`config.mk`:
```
export PLATFORM = sky130hd
export DESIGN_NAME = spi_xfer_ctrl
export DESIGN_NICKNAME = d
export VERILOG_FILES = /design/src/rtl/spi_xfer_ctrl.sv
export SDC_FILE = /design/constraint.sdc
export NUM_CORES = 1
export LEC_CHECK = 0
export ABC_AREA = 0
export CAP_MARGIN = 10
export CELL_PAD_IN_SITES_DETAIL_PLACEMENT = 1
export CELL_PAD_IN_SITES_GLOBAL_PLACEMENT = 1
export CORE_MARGIN = 2
export CORE_UTILIZATION = 50
export CTS_CLUSTER_SIZE = 25
export DETAILED_ROUTE_END_ITERATION = 10
export GPL_TIMING_DRIVEN = 0
export PLACE_DENSITY = 0.78
export SYNTH_ARGS = -nofsm -noshare
export SYNTH_HDL_FRONTEND = slang
export SYNTH_SLANG_ARGS = --single-unit
```
`constraint.sdc`:
```
create_clock -name sysClk -period 3.35 [get_ports sysClk]
set_input_delay 0.5025 -clock sysClk [delete_from_list [all_inputs] [get_ports sysClk]]
set_output_delay 0.5025 -clock sysClk [all_outputs]
set_load 0.01 [all_outputs]
```
`src/rtl/spi_xfer_ctrl.sv`:
```
// SPI transaction controller: TX/RX byte buffers around a handshake FSM that drives a byte-level SPI master.
// Define SPI_XFER_TIMEOUT_EN to build the watchdog on the byte handshake.

module spi_xfer_ctrl #(
  parameter int DEPTH      = 8,
  parameter int GAP_CYCLES = 64,
  parameter int TIMEOUT    = 4096
) (
  input  logic                   sysClk,
  input  logic                   reset,
  input  logic                   wr_en,
  input  logic [7:0]             wr_data,
  input  logic                   rd_en,
  output logic [7:0]             rd_data,
  input  logic                   start,
  input  logic [$clog2(DEPTH):0] len,
  output logic                   busy,
  output logic                   done,
  output logic                   err,
  output logic [$clog2(DEPTH):0] rx_count,
  output logic                   cs_n,
  output logic                   m_tx_en,
  output logic [7:0]             m_tx_byte,
  input  logic                   m_byte_complete,
  input  logic [7:0]             m_rx_byte
);

  localparam int AW = $clog2(DEPTH);
  localparam int CW = AW + 1;
  localparam int GW = $clog2(GAP_CYCLES + 1);
  localparam logic [CW-1:0] FULL     = CW'(DEPTH);
  localparam logic [GW-1:0] GAP_LAST = GW'(GAP_CYCLES - 1);

  if (DEPTH < 2 || DEPTH > 16 || (DEPTH & (DEPTH - 1)) != 0 || GAP_CYCLES < 1 || TIMEOUT < 2) begin : g_param_check
    $error("spi_xfer_ctrl: illegal parameter set");
  end

  typedef enum logic [2:0] {IDLE, SETUP, SEND, WAIT_RISE, WAIT_FALL, GAP, FINISH} state_t;

  state_t          state, next_state;
  logic [2:0]      bc_sync;
  logic            rise, fall, timeout, start_ok;
  logic [GW-1:0]   gap_cnt;
  logic [CW-1:0]   remaining;
  logic [7:0]      tx_mem [DEPTH];
  logic [AW-1:0]   tx_wr_ptr, tx_rd_ptr;
  logic [CW-1:0]   tx_count;
  logic            tx_push, tx_pop;
  logic [7:0]      rx_mem [DEPTH];
  logic [AW-1:0]   rx_wr_ptr, rx_rd_ptr, rx_waddr;
  logic            rx_push, rx_pop, rx_ovw;
  logic            cs_n_d, m_tx_en_d, busy_d, done_d, err_d;

  // bc_sync[1] is the synchronized flag, bc_sync[2] its previous value for edge detection
  always_ff @(posedge sysClk or posedge reset)
    if (reset) bc_sync <= '0;
    else       bc_sync <= {bc_sync[1:0], m_byte_complete};

  assign rise     = bc_sync[1] & ~bc_sync[2];
  assign fall     = ~bc_sync[1] & bc_sync[2];
  assign start_ok = (len != '0) && (len <= tx_count);

`ifdef SPI_XFER_TIMEOUT_EN
  localparam int TW = $clog2(TIMEOUT + 1);
  logic [TW-1:0] wd_cnt;

  always_ff @(posedge sysClk or posedge reset)
    if (reset)
      wd_cnt <= '0;
    else if ((state == WAIT_RISE || state == WAIT_FALL) && next_state == state)
      wd_cnt <= wd_cnt + TW'(1);
    else
      wd_cnt <= '0;

  assign timeout = (state == WAIT_RISE || state == WAIT_FALL) && (wd_cnt == TW'(TIMEOUT - 1));
`else
  assign timeout = 1'b0;
`endif

  always_ff @(posedge sysClk or posedge reset)
    if (reset) state <= IDLE;
    else       state <= next_state;

  always_comb begin
    next_state = state;
    case (state)
      IDLE:      if (start && start_ok) next_state = SETUP;
      SETUP,
      GAP:       if (gap_cnt == GAP_LAST) next_state = SEND;
      SEND:      next_state = WAIT_RISE;
      WAIT_RISE: if (rise) next_state = WAIT_FALL;
      WAIT_FALL: if (fall) next_state = (remaining == CW'(1)) ? FINISH : GAP;
      FINISH:    next_state = IDLE;
      default:   next_state = IDLE;
    endcase
    if (timeout) next_state = IDLE;
  end

  // Outputs are decoded from next_state and registered so the master sees glitch-free enables
  always_comb begin
    tx_pop    = (state == IDLE && next_state == SETUP) || (state == WAIT_FALL && next_state == GAP);
    rx_push   = (state == WAIT_FALL) && fall && !timeout;
    cs_n_d    = (next_state == IDLE) || (next_state == FINISH);
    m_tx_en_d = !(next_state == SEND || next_state == WAIT_RISE || next_state == WAIT_FALL);
    busy_d    = !((next_state == IDLE) || (next_state == FINISH));
    done_d    = (next_state == FINISH);
    err_d     = (state == IDLE && start && !start_ok) || timeout;
  end

  always_ff @(posedge sysClk or posedge reset)
    if (reset) begin
      cs_n      <= 1'b1;
      m_tx_en   <= 1'b1;
      m_tx_byte <= '0;
      busy      <= 1'b0;
      done      <= 1'b0;
      err       <= 1'b0;
    end else begin
      cs_n    <= cs_n_d;
      m_tx_en <= m_tx_en_d;
      busy    <= busy_d;
      done    <= done_d;
      err     <= err_d;
      if (tx_pop) m_tx_byte <= tx_mem[tx_rd_ptr];
    end

  always_ff @(posedge sysClk or posedge reset)
    if (reset) begin
      gap_cnt   <= '0;
      remaining <= '0;
    end else begin
      if ((state == SETUP || state == GAP) && next_state == state) gap_cnt <= gap_cnt + GW'(1);
      else                                                          gap_cnt <= '0;
      if (state == IDLE && next_state == SETUP) remaining <= len;
      else if (rx_push)                         remaining <= remaining - CW'(1);
    end

  // A watchdog expiry flushes the TX buffer so a stale transaction cannot be replayed
  assign tx_push = wr_en && (tx_count != FULL) && !timeout;

  always_ff @(posedge sysClk)
    if (tx_push) tx_mem[tx_wr_ptr] <= wr_data;

  always_ff @(posedge sysClk or posedge reset)
    if (reset) begin
      tx_wr_ptr <= '0;
      tx_rd_ptr <= '0;
      tx_count  <= '0;
    end else if (timeout) begin
      tx_rd_ptr <= tx_wr_ptr;
      tx_count  <= '0;
    end else begin
      if (tx_push) tx_wr_ptr <= tx_wr_ptr + AW'(1);
      if (tx_pop)  tx_rd_ptr <= tx_rd_ptr + AW'(1);
      tx_count <= tx_count + CW'(tx_push) - CW'(tx_pop);
    end

  // A push into a full RX buffer replaces the newest byte instead of advancing
  assign rx_pop   = rd_en && (rx_count != '0);
  assign rx_ovw   = rx_push && (rx_count == FULL) && !rx_pop;
  assign rx_waddr = rx_ovw ? rx_wr_ptr - AW'(1) : rx_wr_ptr;

  always_ff @(posedge sysClk)
    if (rx_push) rx_mem[rx_waddr] <= m_rx_byte;

  always_ff @(posedge sysClk or posedge reset)
    if (reset) begin
      rx_wr_ptr <= '0;
      rx_rd_ptr <= '0;
      rx_count  <= '0;
      rd_data   <= '0;
    end else begin
      if (rx_push && !rx_ovw) rx_wr_ptr <= rx_wr_ptr + AW'(1);
      if (rx_pop) begin
        rx_rd_ptr <= rx_rd_ptr + AW'(1);
        rd_data   <= rx_mem[rx_rd_ptr];
      end
      rx_count <= rx_count + CW'(rx_push && !rx_ovw) - CW'(rx_pop);
    end

endmodule
```
Word level (Yosys, flattened, before mapping)
Memories as Yosys holds them, arrays and structs flattened. A register that Yosys moved wholly into a read port is not among the register bits.
Cells that the tools add are included.
{"block": "word_totals", "reg_bits": 42, "latch_bits": 0, "ram_bits": 128, "romBits": 0, "output_inout_bits": 25, "word_cells": 92, "mem_count": 2}
{"name": "rx_mem", "words": 8, "word_bits": 8, "rd": 1, "rd_clocked_by_memory_dff": 1, "wr": 1, "line": "49", "source": "logic [7:0] rx_mem [DEPTH];"}
{"name": "tx_mem", "words": 8, "word_bits": 8, "rd": 1, "rd_clocked_by_memory_dff": 1, "wr": 1, "line": "45", "source": "logic [7:0] tx_mem [DEPTH];"}
{"block": "classes", "add_sub_neg": 11, "n_mul": 0, "div_mod_pow": 0, "magnitude_cmp": 1, "eq_ne": 16, "n_shift": 0, "n_mux": 14, "bitwise": 4, "reduce_logical": 29}
{"op": "== test 3 bit (second input constant)", "count": 5}
{"op": "2-to-1 mux 3 bit", "count": 5}
{"op": "one-hot mux 3 bit (5 select lines)", "count": 1}
{"op": "logical AND 1 bit", "count": 13}
{"op": "adder 3 x 1 -> 3 bit (second input constant)", "count": 4}
{"op": "== test 3 x 2 -> 1 bit (second input constant)", "count": 4}
{"op": "adder 4 x 1 -> 4 bit", "count": 2}
{"op": "2-to-1 mux 4 bit", "count": 2}
{"op": "nonzero test 4 bit", "count": 2}
{"op": "subtractor 4 x 1 -> 4 bit", "count": 2}
{"op": "adder 7 x 1 -> 7 bit (second input constant)", "count": 1}
{"op": "== test 7 x 6 -> 1 bit (second input constant)", "count": 1}
{"op": "2-to-1 mux 7 bit", "count": 1}
{"op": "== test 3 x 1 -> 1 bit (second input constant)", "count": 2}
{"op": "zero test 3 bit", "count": 2}
{"op": "zero test 1 bit", "count": 5}
{"op": "logical OR 1 bit", "count": 5}
{"op": "== test 4 x 1 -> 1 bit (second input constant)", "count": 1}
{"op": "== test 4 bit (second input constant)", "count": 1}
{"op": "less-or-equal comparator 4 bit", "count": 1}
{"op": "2-to-1 mux 1 bit", "count": 4}
{"op": "!= test 4 bit (second input constant)", "count": 1}
{"op": "subtractor 4 x 1 -> 4 bit (second input constant)", "count": 1}
{"op": "== test 3 bit", "count": 1}
{"op": "other kinds (6)", "count": 8}

Logic depth before layout (Yosys ltp)
Gate-level depths: netlist (run 1).
{"block": "depth", "ltp_word": 9, "ltp_mapped": 13, "ltp_nobuf": 12}

Least setup slack after synthesis (run 1)
Ideal clock, no wire load.
{"block": "synth_timing", "path_kind": "input to register", "from": "input port len[3]", "to": "register tx_count[2]", "setup_ns": 0.123, "t_arrival_ns": 2.586, "path_slack_ns": 0.641, "cell_stages": 11, "path_buffers": 1, "cell_sequence": "ha_1 -> a21o_1 -> a211oi_2 -> nand2_2 -> a21oi_4 -> buf_12 -> ha_1 -> inv_1 -> ha_1 -> fa_1 -> xor2_1"}
{"block": "synth_between", "elab_chain_cells": 9}
{"element": "from (decl)", "line": "16", "source": "input logic [$clog2(DEPTH):0] len,"}
{"element": "less-or-equal comparator 4 bit / nonzero test 4 bit (equally long branches)", "line": "61", "source": "assign start_ok = (len != '0) && (len <= tx_count);"}
{"element": "logical AND 1 bit (*)", "line": "61"}
{"element": "logical AND 1 bit (*)", "line": "87", "source": "IDLE: if (start && start_ok) next_state = SETUP;"}
{"element": "2-to-1 mux 3 bit (*)", "line": "87"}
{"element": "one-hot mux 3 bit (5 select lines) (*)", "line": "86", "source": "case (state)"}
{"element": "== test 3 x 1 -> 1 bit / == test 3 bit (equally long branches)", "line": "101", "source": "tx_pop = (state == IDLE && next_state == SETUP) || (state == WAIT_FALL && next_state == GAP);"}
{"element": "logical AND 1 bit", "line": "101"}
{"element": "logical OR 1 bit (*)", "line": "101"}
{"element": "net tx_pop", "line": "48", "source": "logic tx_push, tx_pop;"}
{"element": "subtractor 4 x 1 -> 4 bit (*)", "line": "155", "source": "tx_count <= tx_count + CW'(tx_push) - CW'(tx_pop);"}
{"element": "to (signal assigned)", "line": "155"}
{"element": "to (decl)", "line": "47", "source": "logic [CW-1:0] tx_count;"}
Mark *: on every way through the listed nets, which the timed path passes. The rest lies on a longest branch.
A chain may end at the register's enable or synchronous reset.

Worst setup path in the final report (run 1)
{"block": "layout_timing", "from": "input port len[3]", "to": "register tx_count[3]"}
Same word-level chain as after synthesis.

==> results of run 1 <==
cell usage after synthesis, types with 3 or more instances:
master,count
a21o_1,3
a21oi_1,6
and2_1,3
and3_1,6
buf_2,5
clkbuf_1,7
dfrtp_1,56
edfxtp_1,128
ha_1,22
inv_1,25
mux2_2,12
mux2_4,8
mux2i_1,8
mux4_2,32
nand2_1,26
nand2b_1,6
nand3_1,8
nor2_1,27
nor3_1,4
o21ai_0,16
xnor2_1,10
xor2_1,10
final cells by class:
cell class / instances / area, sq um
Clock inverter: 13 / 131
Inverter: 25 / 93.8
Sequential cell: 186 / 5300
Buffer: 14 / 75.1
Multi-Input combinational cell: 236 / 2270
Fill cell: 1388 / 6070
Clock buffer: 19 / 443
Tap cell: 188 / 235
Timing Repair Buffer: 52 / 528
cells by family after synthesis:
logic type | Yosys count
adders and majority gates | 24
DFF | 186
AOI/OAI and AO/OA | 37
buffers and inverters | 39
xor gates and xnor gates | 20
and+or+nand+nor | 95
muxes | 60
metal layers:
metal / part of all wire (%) / GRT usage (%) / vias up
li1: - / - / 1871
met1: 43 / 26.0 / 2149
met2: 53 / 36.5 / 81
met3: 3.3 / 4.32 / 17
met4: 1.6 / 7.24 / 0
met5: 0 / 0 / -
state kept, by name (all words and copies together), names as in the netlist, 4 cells and up:
register / count
remaining: 4
m_tx_byte: 8
rx_count: 4
tx_count: 4
gap_cnt: 7
rx_mem: 64
tx_mem: 64
rd_data: 8
cells in the final DEF (no fill, tap or decap), drive strengths merged, types with 2 or more instances in the layout:
| master | n |
|---|---|
| xnor2 | 10 |
| nand2 | 27 |
| a21o | 3 |
| nand2b | 6 |
| mux2 | 20 |
| fa | 2 |
| nor3 | 4 |
| a21oi | 7 |
| dfrtp | 56 |
| nand3b | 2 |
| mux4 | 32 |
| dfstp | 2 |
| nand4 | 2 |
| nor2 | 27 |
| or4 | 2 |
| and2 | 3 |
| buf | 9 |
| clkdlybuf4s50 | 50 |
| edfxtp | 128 |
| xor2 | 10 |
| and3 | 6 |
| nand3 | 8 |
| o21ai | 16 |
| o31ai | 2 |
| ha | 22 |
| clkinv | 3 |
| a211oi | 2 |
| clkbuf | 26 |
| clkinvlp | 2 |
| inv | 32 |
| nor3b | 2 |
| mux2i | 8 |
critical path, delay by kind of cell:
family	cells	cell delay, ns
xor+xnor	1	0.13
simple gates	1	0.18
compound gates	5	0.98
buf+inv	3	0.70
fa+ha+maj	3	0.80
worst max path at each step:
stage / endpoint / slack, ns / cells after the start
finish: tx_count[3] / 0.39 / 13
detailed placement: tx_count[2] / -0.05 / 12
CTS: rx_mem[5][4] / 0.39 / 7
floorplan: tx_count[2] / 0.64 / 11
global route: tx_count[3] / 0.17 / 13
global placement: tx_count[2] / -0.02 / 12
where the power goes:
group          leakage (nW)  internal (mW)  total [mW]  switching, mW
Clock                 0.278           1.06        1.97          0.903
Sequential             1.86           2.73        2.88          0.145
Combinational          1.21          0.660        1.36          0.701
metrics by stage:
step,total power [mW],std cells
2_1_floorplan,3.78,461
3_5_place_dp,4.30,701
3_3_place_gp,4.18,699
4_1_cts,6.26,733
6_report,6.20,733
5_1_grt,6.51,733
==> flow_metrics.py, run 1 <==
metrics = {
    "cts": {
        "clk_path_buf_depth": 2,
        "cts-root-buf": "clkbuf_16",
        "cts_tree": "built",
        "cts.htree.levels": 4,
        "hold_buffers": 0,
        "cts_sinks": 186,
        "cts_resized": 0,
        "post_cts_buffers": 0,
        "clock_latency_ns": 0.44,
        "cts.reportedPaths.clkPinSlew_ns": 0.07,
        "cts_buffers": 17,
    },
    "synthesis": {
        "ys_seq_elements": 186,
        "ys_types": 48,
        "synthXorXnorAreaFrac_pct": 2.27,
        "synthFlopType": "edfxtp_1",
        "ys_warn_count": 0,
        "synth_cells": 461,
        "synth_area_leaders": "edfxtp_1 50%, dfrtp_1 18%, mux4_2 9.3%",
        "syn_area_per_cell_sq_um": 16.8,
        "muxShareOfSynthArea_pct": 13.7,
        "syn_nets": 511,
        "synth_compound_area_share_pct": 3.17,
        "yosys.area_share.simple_pct": 6.12,
        "synth_fa_ha_area_share_pct": 4.08,
        "yosysTopAreaCellShare_pct": 49.7,
        "async_flop_share_pct": 31.2,
        "netlist_area_sq_um": 7730,
        "synth-edff-count": 128,
        "yosysTopAreaCell": "edfxtp_1",
        "synth_top_family_by_area": "multiplexers",
        "yosysSeqAreaShare_pct": 68.5,
    },
    "placement": {
        "gp_congestion": 0.750,
        "pre_cts_slack_ns": -0.0538,
        "placed_area_sq_um": 8500,
        "numPortBuffers": 50,
        "dp_hpwl_um": 10400,
    },
    "setup_path": {
        "timing.rr.end": "rx_count[2]",
        "cp-end-kind": "register",
        "path_max_fanout": 10,
        "r2r-start": "rx_count[2]",
        "path_cells": "clkdlybuf4s50_1, ha_1, a21o_1, a211oi_2, nand2_2, a21oi_4, buf_12, ha_1, inv_1, ha_1, a21o_1, a21oi_1, xnor2_1",
        "crit_path_start_kind": "input pin",
        "crit_top_cell": "ha_1",
        "slowest_delay_ns": 0.46,
        "r2r_slack_ns": 0.44,
        "crit_slowest_cell": "clkdlybuf4s50_1",
        "crit_required_ns": 3.70,
        "worstSetupStartpoint": "len[3]",
        "crit_arrival_ns": 3.31,
        "r2r_cells": 11,
        "setup.worst_path.class": "in2reg",
    },
    "hold_path": {
        "worstHoldPathCells": 0,
        "min_to": "bc_sync[1]",
        "min_from": "bc_sync[0]",
        "hp-class": "reg2reg",
    },
    "drt": {
        "route.detailed.drc": 0,
        "ant_nets": 0,
        "wl_per_cell_um": 21.2,
        "num_vias": 4118,
        "via_per_inst": 5.62,
        "first_pass_iters": 4,
        "drt_iter0_drc": 227,
        "wl_um": 15500,
    },
    "run": {
        "maxCapViolations": 0,
    },
    "floorplan": {
        "die_w_um": 128,
        "dieHeight_um": 128,
        "coreArea_sq_um": 15100,
        "start_util_pct": 51.0,
        "pin_count": 51,
        "fp.dieArea_sq_um": 16500,
        "rows": 45,
    },
    "cells_and_area": {
        "finalNetCount": 582,
        "fin_util_pct": 59.9,
        "area_growth_pct": 17.4,
        "num_antenna_cells": 0,
        "drive_above_1_share_pct": 18.3,
        "final_design_area_no_fill_sq_um": 9070,
    },
    "power_and_ir_drop": {
        "p_leak_nw": 3.35,
        "ir_worst_vdd_v": 0.000342,
        "power_density_nw_per_um2": 684,
    },
    "sta": {
        "maxSlewHeadroom_pct": 26.7,
        "tightest_slew_ns": 1.08,
        "min_period_ns": 2.96,
        "finalMaxSlewViolations": 0,
        "rsz0062_at_grt": "false",
        "setup_violations": 0,
        "finClkSkew_ns": 0.0140,
        "post-route-period-util_pct": 88.3,
        "hold_ws_ns": 0.352,
        "max_freq_mhz": 338,
        "fin_tns_setup_ns": 0,
        "hold_viol_final": 0,
        "fin_ws_ns": 0.393,
    },
    "global_routing": {
        "overflow": 0,
        "track_usage_pct": 20.9,
        "antenna_found_initial": 0,
        "grt_pass1_wl_um": 25100,
        "first_global_vias": 4471,
        "grt_max_degree": 40,
    },
    "outcome": {
        "outcome": "complete, no violations",
    },
}
No activity file was read; power rests on OpenSTA's default activity.
==> run 2, diff against run 1 <==
--- a/config.mk
+++ b/config.mk
@@ -15,6 +15,7 @@
 export DETAILED_ROUTE_END_ITERATION = 10
 export GPL_TIMING_DRIVEN = 0
 export PLACE_DENSITY = 0.78
+export SLEW_MARGIN = 20
 export SYNTH_ARGS = -nofsm -noshare
 export SYNTH_HDL_FRONTEND = slang
 export SYNTH_SLANG_ARGS = --single-unit
==> flow_metrics.py, run 2 (synthesis results as in run 1) <==
metrics = {
    "cts": {
        "cts.reportedPaths.clkPinSlew_ns": 0.06,
        "clk_path_buf_depth": 2,
        "post_cts_buffers": 0,
        "clock_latency_ns": 0.43,
        "cts_resized": 0,
        "cts-root-buf": "clkbuf_16",
        "cts_buffers": 17,
        "cts_tree": "built",
        "hold_buffers": 0,
        "cts_sinks": 186,
        "cts.htree.levels": 4,
    },
    "global_routing": {
        "antenna_found_initial": 0,
        "track_usage_pct": 20.9,
        "overflow": 0,
        "first_global_vias": 4626,
        "grt_pass1_wl_um": 25100,
        "grt_max_degree": 54,
    },
    "cells_and_area": {
        "final_design_area_no_fill_sq_um": 9070,
        "num_antenna_cells": 0,
        "final_common_cell": "edfxtp_1",
        "ff_latch_area_sq_um": 5300,
        "drive_above_1_share_pct": 18.0,
        "area_growth_pct": 17.3,
        "multi_input_area_sq_um": 2280,
        "finalNetCount": 582,
        "biggestRegsByFlops": "rx_mem x64, tx_mem x64",
        "fillers": 1367,
        "final_cell_mix": "128 x edfxtp_1, 56 x dfrtp_1, 50 x clkdlybuf4s50_1",
    },
    "floorplan": {
        "start_util_pct": 51.0,
        "pin_count": 51,
        "fp.dieArea_sq_um": 16500,
        "coreArea_sq_um": 15100,
        "die_w_um": 128,
        "rows": 45,
        "dieHeight_um": 128,
    },
    "placement": {
        "gp_congestion": 0.750,
        "numPortBuffers": 50,
        "dp_hpwl_um": 10400,
        "placed_area_sq_um": 8510,
    },
    "run": {
        "maxCapViolations": 0,
    },
    "sta": {
        "post-route-period-util_pct": 89.0,
        "finClkSkew_ns": 0.00815,
        "max_freq_mhz": 335,
        "setup_violations": 0,
        "finalMaxSlewViolations": 0,
        "maxSlewHeadroom_pct": 35.5,
        "tightest_slew_ns": 0.964,
        "rsz0062_at_grt": "false",
        "min_period_ns": 2.98,
        "hold_viol_final": 0,
    },
    "drt": {
        "wl_per_cell_um": 21.1,
        "first_pass_iters": 4,
        "wl_met1_um": 6340,
        "met3WireLength_um": 554,
        "drt_iter0_drc": 216,
        "top_layer": "met4",
        "ant_nets": 0,
        "route.detailed.drc": 0,
        "via_per_inst": 5.65,
        "num_vias": 4130,
        "wl_um": 15400,
        "wl_met2_um": 8300,
    },
    "setup_path": {
        "crit_slowest_cell": "clkdlybuf4s50_1",
        "setup.worst_path.class": "in2reg",
        "slowest_delay_ns": 0.46,
        "crit_arrival_ns": 3.34,
        "path_buf_inv": 3,
        "path_cells": "clkdlybuf4s50_1, ha_1, a21o_1, a211oi_2, nand2_2, a21oi_4, buf_12, ha_1, inv_1, ha_1, a21o_1, a21oi_1, xnor2_1",
        "worst_path_dominant_cell_family": "compound AO/OA/AOI/OAI gates",
        "crit_top_cell": "ha_1",
        "path_max_fanout": 10,
        "crit_required_ns": 3.70,
        "cp-end-kind": "register",
        "crit_path_start_kind": "input pin",
    },
    "outcome": {
        "outcome": "complete, no violations",
    },
    "power_and_ir_drop": {
        "ir_worst_vdd_v": 0.000371,
        "power_density_nw_per_um2": 676,
        "p_leak_nw": 3.35,
        "p_total_mw": 6.13,
    },
    "hold_path": {
        "hp-class": "in2async",
    },
}
==> run 2: changes by cell type in the layout (fill, tap and decap cells not counted), moves of 2 or more <==
cell	before	now
clkinvlp_4	2	0
inv_6	6	4
clkinv_1	0	2
clkinv_4	2	4
==> run 2: area by class of cell <==
class / instances / share of cell area, %
buffer: 14 / 0.828
clock buffer: 18 / 4.73
clock inverter: 12 / 1.31
inverter: 25 / 1.06
multi-input combinational: 236 / 25.2
sequential: 186 / 58.4
tap: 188 / 2.59
timing repair buffer: 52 / 5.90
==> run 2: layer usage <==
layer,global-route usage (%),vias to the layer above
met3,5.11,18
met1,25.4,2145
li1,-,1880
met2,37.2,87
met4,6.27,0
met5,0,-
==> run 2: per-stage QoR <==
step / utilization (%) / hold WS (ns) / setup slack [ns] / std cells / setup TNS [ns]
global placement: 55.9 / 0.335 / -0.0150 / 699 / -0.0216
CTS: 59.8 / 0.291 / 0.370 / 731 / 0
global route: 59.9 / 0.312 / 0.123 / 731 / 0
detailed placement: 56.2 / 0.347 / -0.0697 / 701 / -0.172
finish: 59.9 / 0.309 / 0.367 / 731 / 0
floorplan: - / 0.331 / 0.641 / 461 / 0
==> run 2: power breakdown <==
group	internal [mW]	switching (mW)	leakage, nW	total, mW
clock	1.03	0.864	0.269	1.89
sequential	2.73	0.141	1.86	2.87
combinational	0.663	0.702	1.22	1.37
==> run 2: path summary, 6_finish.rpt <==
kind	start	to	slack, ns	cells after the start
min	reset	err	0.31	2
max	len[3]	tx_count[3]	0.37	13
max reg2reg	rx_count[2]	rx_mem[7][6]	0.40	7
min reg2reg	bc_sync[0]	bc_sync[1]	0.36	0
min in group sysClk	bc_sync[0]	bc_sync[1]	0.36	0
max in group asynchronous	reset	cs_n	2.52	3
